## src/rtl/bcd_pkg.sv

```systemverilog
// Shared types and constants for the serial packed-BCD adder/subtractor.
package bcd_pkg;

  typedef enum logic [1:0] {
    IDLE = 2'd0,
    RUN  = 2'd1,
    DONE = 2'd2
  } state_t;

  typedef logic [3:0] bcd_digit_t;

  localparam bcd_digit_t BCD_MAX        = 4'd9;
  localparam bcd_digit_t BCD_CORRECTION = 4'd6;

  // Nine's complement of one digit; digits above 9 simply wrap modulo 16.
  function automatic bcd_digit_t nines_complement(input bcd_digit_t d);
    return BCD_MAX - d;
  endfunction

endpackage

```

## src/rtl/bcd_digit_adder.sv

```systemverilog
// One-digit decimal adder cell: binary sum of two digits plus carry,
// corrected by +6 whenever the sum leaves the decimal range.
module bcd_digit_adder
  import bcd_pkg::*;
(
  input  logic [3:0] a,
  input  logic [3:0] b,
  input  logic       cin,
  output logic [3:0] s,
  output logic       cout
);

  logic [4:0] t;

  // Raw 5-bit sum, then decimal correction with carry generation.
  always_comb begin
    t    = {1'b0, a} + {1'b0, b} + {4'b0000, cin};
    s    = t[3:0];
    cout = 1'b0;
    if (t > {1'b0, BCD_MAX}) begin
      s    = t[3:0] + BCD_CORRECTION;
      cout = 1'b1;
    end
  end

endmodule

```

## src/rtl/bcd_serial_addsub.sv

```systemverilog
// Multi-digit packed-BCD adder/subtractor working one digit per clock,
// least significant digit first. Subtraction adds the nine's complement
// of B with an inverted borrow, giving a ten's-complement result.
module bcd_serial_addsub
  import bcd_pkg::*;
#(
  parameter int DIGITS = 4
) (
  input  logic                clk,
  input  logic                reset,
  input  logic                start,
  input  logic                sub,
  input  logic [4*DIGITS-1:0] a,
  input  logic [4*DIGITS-1:0] b,
  input  logic                cin,
  output logic                ready,
  output logic                busy,
  output logic                done,
  output logic [4*DIGITS-1:0] s,
  output logic                cout,
  output logic                invalid
);

  localparam int W     = 4 * DIGITS;
  localparam int CNT_W = (DIGITS > 1) ? $clog2(DIGITS) : 1;

  state_t           state_q;
  state_t           state_d;
  logic [CNT_W-1:0] cnt_q;
  logic [W-1:0]     a_sr;
  logic [W-1:0]     b_sr;
  logic [W-1:0]     res_sr;
  logic [W-1:0]     res_next;
  logic [W-1:0]     b_eff;
  logic             carry_q;
  logic             sub_q;
  logic             inv_q;
  logic             raw_invalid;
  logic             accept;
  logic             last_digit;
  logic [3:0]       dig_s;
  logic             dig_c;

  assign accept     = (state_q == IDLE) && start;
  assign last_digit = (cnt_q == CNT_W'(DIGITS - 1));

  // State register.
  always_ff @(posedge clk) begin
    if (reset) state_q <= IDLE;
    else       state_q <= state_d;
  end

  // Next-state and handshake outputs.
  always_comb begin
    state_d = state_q;
    ready   = 1'b0;
    busy    = 1'b0;
    done    = 1'b0;
    case (state_q)
      IDLE: begin
        ready = 1'b1;
        if (start) state_d = RUN;
      end
      RUN: begin
        busy = 1'b1;
        if (last_digit) state_d = DONE;
      end
      DONE: begin
        done    = 1'b1;
        state_d = IDLE;
      end
      default: state_d = IDLE;
    endcase
  end

  // Operand preparation: flag out-of-range digits and complement B for subtraction.
  always_comb begin
    b_eff       = b;
    raw_invalid = 1'b0;
    for (int i = 0; i < DIGITS; i++) begin
      if ((a[4*i +: 4] > BCD_MAX) || (b[4*i +: 4] > BCD_MAX)) raw_invalid = 1'b1;
      if (sub) b_eff[4*i +: 4] = nines_complement(b[4*i +: 4]);
    end
  end

  bcd_digit_adder u_digit (
    .a    (a_sr[3:0]),
    .b    (b_sr[3:0]),
    .cin  (carry_q),
    .s    (dig_s),
    .cout (dig_c)
  );

  // New digit enters the result at the top so that after DIGITS shifts digit 0 sits in [3:0].
  assign res_next = (W'(dig_s) << (W - 4)) | (res_sr >> 4);

  // Datapath: latch on accept, shift one digit per RUN cycle, publish on the last digit.
  always_ff @(posedge clk) begin
    if (reset) begin
      cnt_q   <= '0;
      a_sr    <= '0;
      b_sr    <= '0;
      res_sr  <= '0;
      carry_q <= 1'b0;
      sub_q   <= 1'b0;
      inv_q   <= 1'b0;
      s       <= '0;
      cout    <= 1'b0;
      invalid <= 1'b0;
    end else if (accept) begin
      cnt_q   <= '0;
      a_sr    <= a;
      b_sr    <= b_eff;
      res_sr  <= '0;
      carry_q <= sub ? ~cin : cin;
      sub_q   <= sub;
      inv_q   <= raw_invalid;
    end else if (state_q == RUN) begin
      cnt_q   <= cnt_q + CNT_W'(1);
      a_sr    <= a_sr >> 4;
      b_sr    <= b_sr >> 4;
      res_sr  <= res_next;
      carry_q <= dig_c;
      if (last_digit) begin
        s       <= res_next;
        cout    <= sub_q ? ~dig_c : dig_c;
        invalid <= inv_q;
      end
    end
  end

endmodule
```

## config.mk

```make
export PLATFORM = sky130hd
export DESIGN_NAME = bcd_serial_addsub
export DESIGN_NICKNAME = d
export VERILOG_FILES = /design/src/rtl/bcd_pkg.sv /design/src/rtl/bcd_digit_adder.sv /design/src/rtl/bcd_serial_addsub.sv
export SDC_FILE = /design/constraint.sdc
export NUM_CORES = 1
export LEC_CHECK = 0
export BUFFER_PORTS_ARGS = -buffer_cell sky130_fd_sc_hd__buf_2
export CORE_ASPECT_RATIO = 2
export CORE_MARGIN = 2
export CORE_UTILIZATION = 57
export CTS_BUF_LIST = sky130_fd_sc_hd__clkbuf_8
export DETAILED_ROUTE_END_ITERATION = 10
export MAX_ROUTING_LAYER = met4
export PLACE_DENSITY_LB_ADDON = 0.2
export SETUP_SLACK_MARGIN = 0.02
export SYNTH_ARGS = -nofsm -noshare
export SYNTH_HDL_FRONTEND = slang
export SYNTH_SLANG_ARGS = --single-unit
```

## constraint.sdc

```tcl
create_clock -name clk -period 3.3 [get_ports clk]
set_input_delay 0.165 -clock clk [delete_from_list [all_inputs] [get_ports clk]]
set_output_delay 0.165 -clock clk [all_outputs]
set_load 0.01 [all_outputs]
```

==> results of run 1 <==
[cell type report]
class	instances	area share [%]
tap	58	2.03
timing repair buffer	63	9.22
inverter	13	1.36
clock inverter	5	1.64
sequential	69	38.5
clock buffer	11	4.22
multi-input combinational	272	43.0
[cell families (layout without fill, tap and decap cells)]
kind of cell | Yosys count | after routing | synth area share, %
flip-flops | 69 | 69 | 45.0
XOR/XNOR | 11 | 11 | 3.14
AND/OR/NAND/NOR | 133 | 133 | 18.2
adder cells (fa/ha/maj) | 11 | 11 | 4.98
buffers and inverters | 39 | 92 | 4.93
multiplexers | 4 | 4 | 1.31
AO/OA/AOI/OAI | 113 | 113 | 22.4
[metrics by stage]
stage,std cells,setup slack (ns)
after global placement,475,0.480
after floorplan,380,0.578
after CTS,491,0.415
after detailed placement,475,0.442
final,491,0.408
after global routing,491,0.220
[metal layers]
| metal | GRT usage [%] | part of all wire (%) | vias to the layer above |
|---|---|---|---|
| met5 | - | 0 | - |
| met4 | 12.9 | 2.9 | 0 |
| met3 | 4.21 | 4.2 | 17 |
| met2 | 44.6 | 56 | 78 |
| met1 | 25.6 | 37 | 1304 |
| li1 | - | - | 1413 |
[flip-flops by register name (all words and copies together) (netlist names)]
register / count
a_sr: 16
b_sr: 16
carry_q: 1
cnt_q: 2
cout: 1
inv_q: 1
invalid: 1
res_sr: 12
s: 16
state_q: 2
sub_q: 1
[power breakdown]
part / internal (mW) / switching [mW]
Combinational: 0.101 / 0.163
Clock: 0.390 / 0.317
Sequential: 0.869 / 0.0244
[critical path: stages, from the launching register on]
cell and delay (ns):
dfxtp_1 0.33, fa_1 0.47, fa_1 0.59, inv_1 0.12
ha_1 0.23, a31o_1 0.22, o31a_1 0.30, or4_1 0.48
nand3_1 0.09
[cells in the final DEF (no fill, tap or decap), types with 3 or more instances in the layout]
cell | netlist | final
mux2i_1 | 4 | 4
buf_4 | 1 | 6
dfxtp_1 | 69 | 69
a211oi_1 | 3 | 3
xnor2_1 | 6 | 6
a21oi_1 | 61 | 61
a221oi_1 | 3 | 3
o21ai_0 | 8 | 8
ha_1 | 9 | 9
clkbuf_8 | 0 | 11
nor2_1 | 20 | 20
buf_2 | 1 | 57
nand3_1 | 9 | 9
xor2_1 | 5 | 5
inv_1 | 11 | 11
nand4_1 | 3 | 3
nand2_1 | 86 | 86
a22oi_1 | 21 | 21
a31oi_1 | 3 | 3
nor3_1 | 3 | 3
[worst max path at each step]
stage,slack [ns],to,startpoint
finish,0.41,cout,a_sr[0]
global route,0.22,cout,a_sr[0]
floorplan,0.58,cout,a_sr[0]
global placement,0.48,cout,a_sr[0]
detailed placement,0.44,cout,a_sr[0]
CTS,0.41,cout,a_sr[0]
==> reports/results.ini, run 1 <==
[yosys]
synth_edf_count = 0
syn-cell-area_sq_um = 3070
synth_common_cells = nand2_1 (86), dfxtp_1 (69), a21oi_1 (61)
seq_area_frac_synth_pct = 45.0
avgSynthCellArea_sq_um = 8.07
yosysMostFrequentCell = nand2_1
syn_inst = 380
netlist.area_leader.share_pct = 45.0
syn_nets = 428
synth_top_area_cell = dfxtp_1
synth.distinct_cells = 45
synthFlopType = dfxtp_1
synth_area_leaders = dfxtp_1 (45%), nand2_1 (11%), a21oi_1 (10%), a22oi_1 (5.1%), ha_1 (3.7%)
ys_seq_elements = 69
async_flop_share_pct = 0
yosys_warnings = 0

[placed_design]
globalplace.congestion = 0.852
io_buffers = 57
place_area_sq_um = 3370
place_hpwl_microns = 4820

[run]
cap_violations = 0

[global_route]
grt_util_all_layers_pct = 24.8
grt_pass1_wl_microns = 11400
antenna_found_initial = 0
grt-ovfl-total = 0
grt_pass1_vias = 2697
grt_max_degree = 59

[timing]
setup_violations = 0
whs_ns = 0.0590
fin_skew_ns = 0.00763
hold_violations = 0
fin_setup_tns_ns = 0
fin_crit_sh_pct = 87.7
maxSlewHeadroom_pct = 32.5
rsz0062_at_grt = no
min_period_ns = 2.89
worstMarginPinSlew_ns = 1.01
fmaxAchievable_mhz = 346
drv_slew = 0

[power]
ir_worst_vdd_uv = 477
p_leak_nw = 1.47
p_per_area_nw_per_um2 = 520
report.power.total_mw = 1.86

[run_status]
status = finished, final reports clean

[setup_path]
r2r_cells = 8
critical_path_class = reg -> reg
reg2reg_to = cout
worstPathArrival_ns = 3.17
cp_max_fo = 5
start_kind = flip-flop
cp-end-kind = flip-flop
timing.rr.start = a_sr[0]
required_ns = 3.58
r2r_slack_ns = 0.41

[detailed_routing]
num_vias = 2812
drc = 0
drt_wl_total_microns = 6810
post_drt_wl_per_cell_microns = 13.9
drtPass1Iterations = 4
drtIter0Drc = 79
viasPerCell = 5.73
postRouteAntennaNets = 0

[clock_network]
cts-root-buf = clkbuf_8
insertion_delay_ns = 0.34
post_cts_resized = 0
cts.path.max_buffers = 2
cts_setup_buffers = 0
ctsHoldBuffers = 0
cts.sinks = 69
cts_buffers = 9
clk_pin_slew_ns = 0.08
cts_tree = yes
htree_levels = 3

[finish]
final_core_util_pct = 69.1
fillers = 472
diodes = 0
fin_area_sq_um = 3580
area_growth_syn_to_layout_pct = 16.8
ff_latch_area_sq_um = 1380
drive_above_1_share_pct = 19.6
fin_nets = 476
multi_input_area_sq_um = 1540

[die]
num_rows = 37
initial_core_util_pct = 59.2
dieHeight_microns = 108
io_pins = 58
core_sq_um = 5180
die_x_microns = 55.9
dieArea_sq_um = 6020

[hold_path]
whs_endpoint = a_sr[12]
hold_depth = 3
holdCritStartpoint = a[12]
min_path_type = in -> reg

(Power assumes the default switching activity.)
==> run 2: changes to the inputs <==
Settings changed: CORE_ASPECT_RATIO 2 to 0.8, PLACE_DENSITY set to 0.9, PLACE_DENSITY_LB_ADDON 0.2 to not set.
==> run 2 against run 1 <==
Net effect:
- flip-flop and latch count unchanged
- critical endpoint unchanged
- clock-buffer cell count up 1
- first-iteration DRC count grew to 3.5 times the previous value
==> reports/results.ini, run 2 (synthesis gave the netlist of run 1 again) <==
[run_status]
status = finished, final reports clean

[setup_path]
cp_cell_sequence = fa_1, fa_1, xor2_1, inv_2, ha_1, a31o_1, o31a_1, or4_1, nand3_1
path_buf_inv = 1
cp_max_fo = 5
start_kind = flip-flop
cp_top_family = adder cells
critical_path_class = reg -> reg
crit_top_cell = fa_1
worstPathArrival_ns = 3.29
required_ns = 3.58
slowest_stage = fa_1
cp-end-kind = flip-flop
max_stage_delay_ns = 0.48

[hold_path]
min_path_type = in -> reg

[clock_network]
cts_buffers = 9
post_cts_resized = 0
ctsHoldBuffers = 0
clk_pin_slew_ns = 0.07
cts-root-buf = clkbuf_8
htree_levels = 3
cts_setup_buffers = 0
cts.path.max_buffers = 2
cts.sinks = 69
cts_tree = yes
insertion_delay_ns = 0.34

[global_route]
grt_util_all_layers_pct = 26.0
grt_pass1_wl_microns = 12100
busiest_layer = met2
grt-ovfl-total = 0
met1_usage_pct = 32.8
grt_max_degree = 59
met3_usage_pct = 6.90
grtUsageMet2_pct = 39.8
grt_pass1_vias = 2670
antenna_found_initial = 0

[finish]
fin_nets = 476
largestRegisters = a_sr (16), b_sr (16), s (16)
diodes = 0
final_common_cell = nand2_1
area_growth_syn_to_layout_pct = 15.9
drive_above_1_share_pct = 19.0
fin_area_sq_um = 3560
layout_common_cells = nand2_1 (86), dfxtp_1 (69), a21oi_1 (61), buf_2 (57), a22oi_1 (21)
stdcell_count = 494

[power]
report.power.total_mw = 1.79
p_leak_nw = 1.47
p_per_area_nw_per_um2 = 502
ir_worst_vdd_uv = 318

[detailed_routing]
viasPerCell = 5.87
postRouteAntennaNets = 0
post_drt_wl_per_cell_microns = 14.8
drc = 0
drt_wl_total_microns = 7300
num_vias = 2902
drtIter0Drc = 274
drtPass1Iterations = 5

[die]
io_pins = 58
num_rows = 23
dieArea_sq_um = 5990
core_sq_um = 5090
dieHeight_microns = 69.6
die_x_microns = 86.0
initial_core_util_pct = 60.2

[placed_design]
placed_cells = 479
io_buffers = 57
pre_cts_ws_ns = 0.332
place_hpwl_microns = 4920
globalplace.congestion = 0.857
place_area_sq_um = 3380

[timing]
min_period_ns = 3.00
rsz0062_at_grt = no
fin_ws_ns = 0.298
drv_slew = 0
fin_setup_tns_ns = 0
hold_violations = 0
maxSlewHeadroom_pct = 32.6
setup_violations = 0
fmaxAchievable_mhz = 333
worstMarginPinSlew_ns = 1.01
fin_skew_ns = 0.00359
fin_crit_sh_pct = 91.0

[run]
cap_violations = 0

-- run 2: cell count changes in the layout (fill, tap and decap cells not counted) --
cell / change
inv_1: +2
bufinv_16: -1
clkbuf_8: +1
clkinv_4: -1
clkinvlp_4: -2
-- run 2: per-layer routing --
layer  wire [microns]  share of wire (%)
met4              215                2.9
met3              455                6.2
met5                0                  0
met1             3180                 44
met2             3450                 47
-- run 2: stage by stage --
stage	util [%]	hold WS [ns]
final	69.8	0.0682
after global routing	69.8	0.0713
after CTS	69.8	0.0600
after detailed placement	66.3	0.424
after global placement	66.3	0.410
after floorplan	-	0.301
-- run 2: final timing paths --
| path | slack (ns) | endpoint | startpoint | cells past startpoint |
|---|---|---|---|---|
| max | 0.30 | cout | a_sr[0] | 9 |
| min | 0.07 | a_sr[14] | a[14] | 3 |
| max reg2reg | 0.30 | cout | a_sr[0] | 9 |
| min reg2reg | 0.45 | s[12] | s[12] | 2 |
-- run 2: final cells by class --
type	count	area (sq um)
multi-input cells	272	1540
fillers	385	1540
flip-flops and latches	69	1380
repair buffers	63	330
clock buffers	12	165
well taps	62	77.6
inverters	13	48.8
clock inverters	3	12.5
-- run 2: report_power, final --
group	switching, mW	leakage (nW)	internal, mW	total [mW]
combinational	0.171	0.806	0.101	0.273
clock	0.296	0.101	0.324	0.620
sequential	0.0240	0.562	0.869	0.893
-- run 2: tightest hold or removal path, stage by stage --
cell	delay [ns]
buf_2	0.10
nand2_1	0.05
a21oi_1	0.05
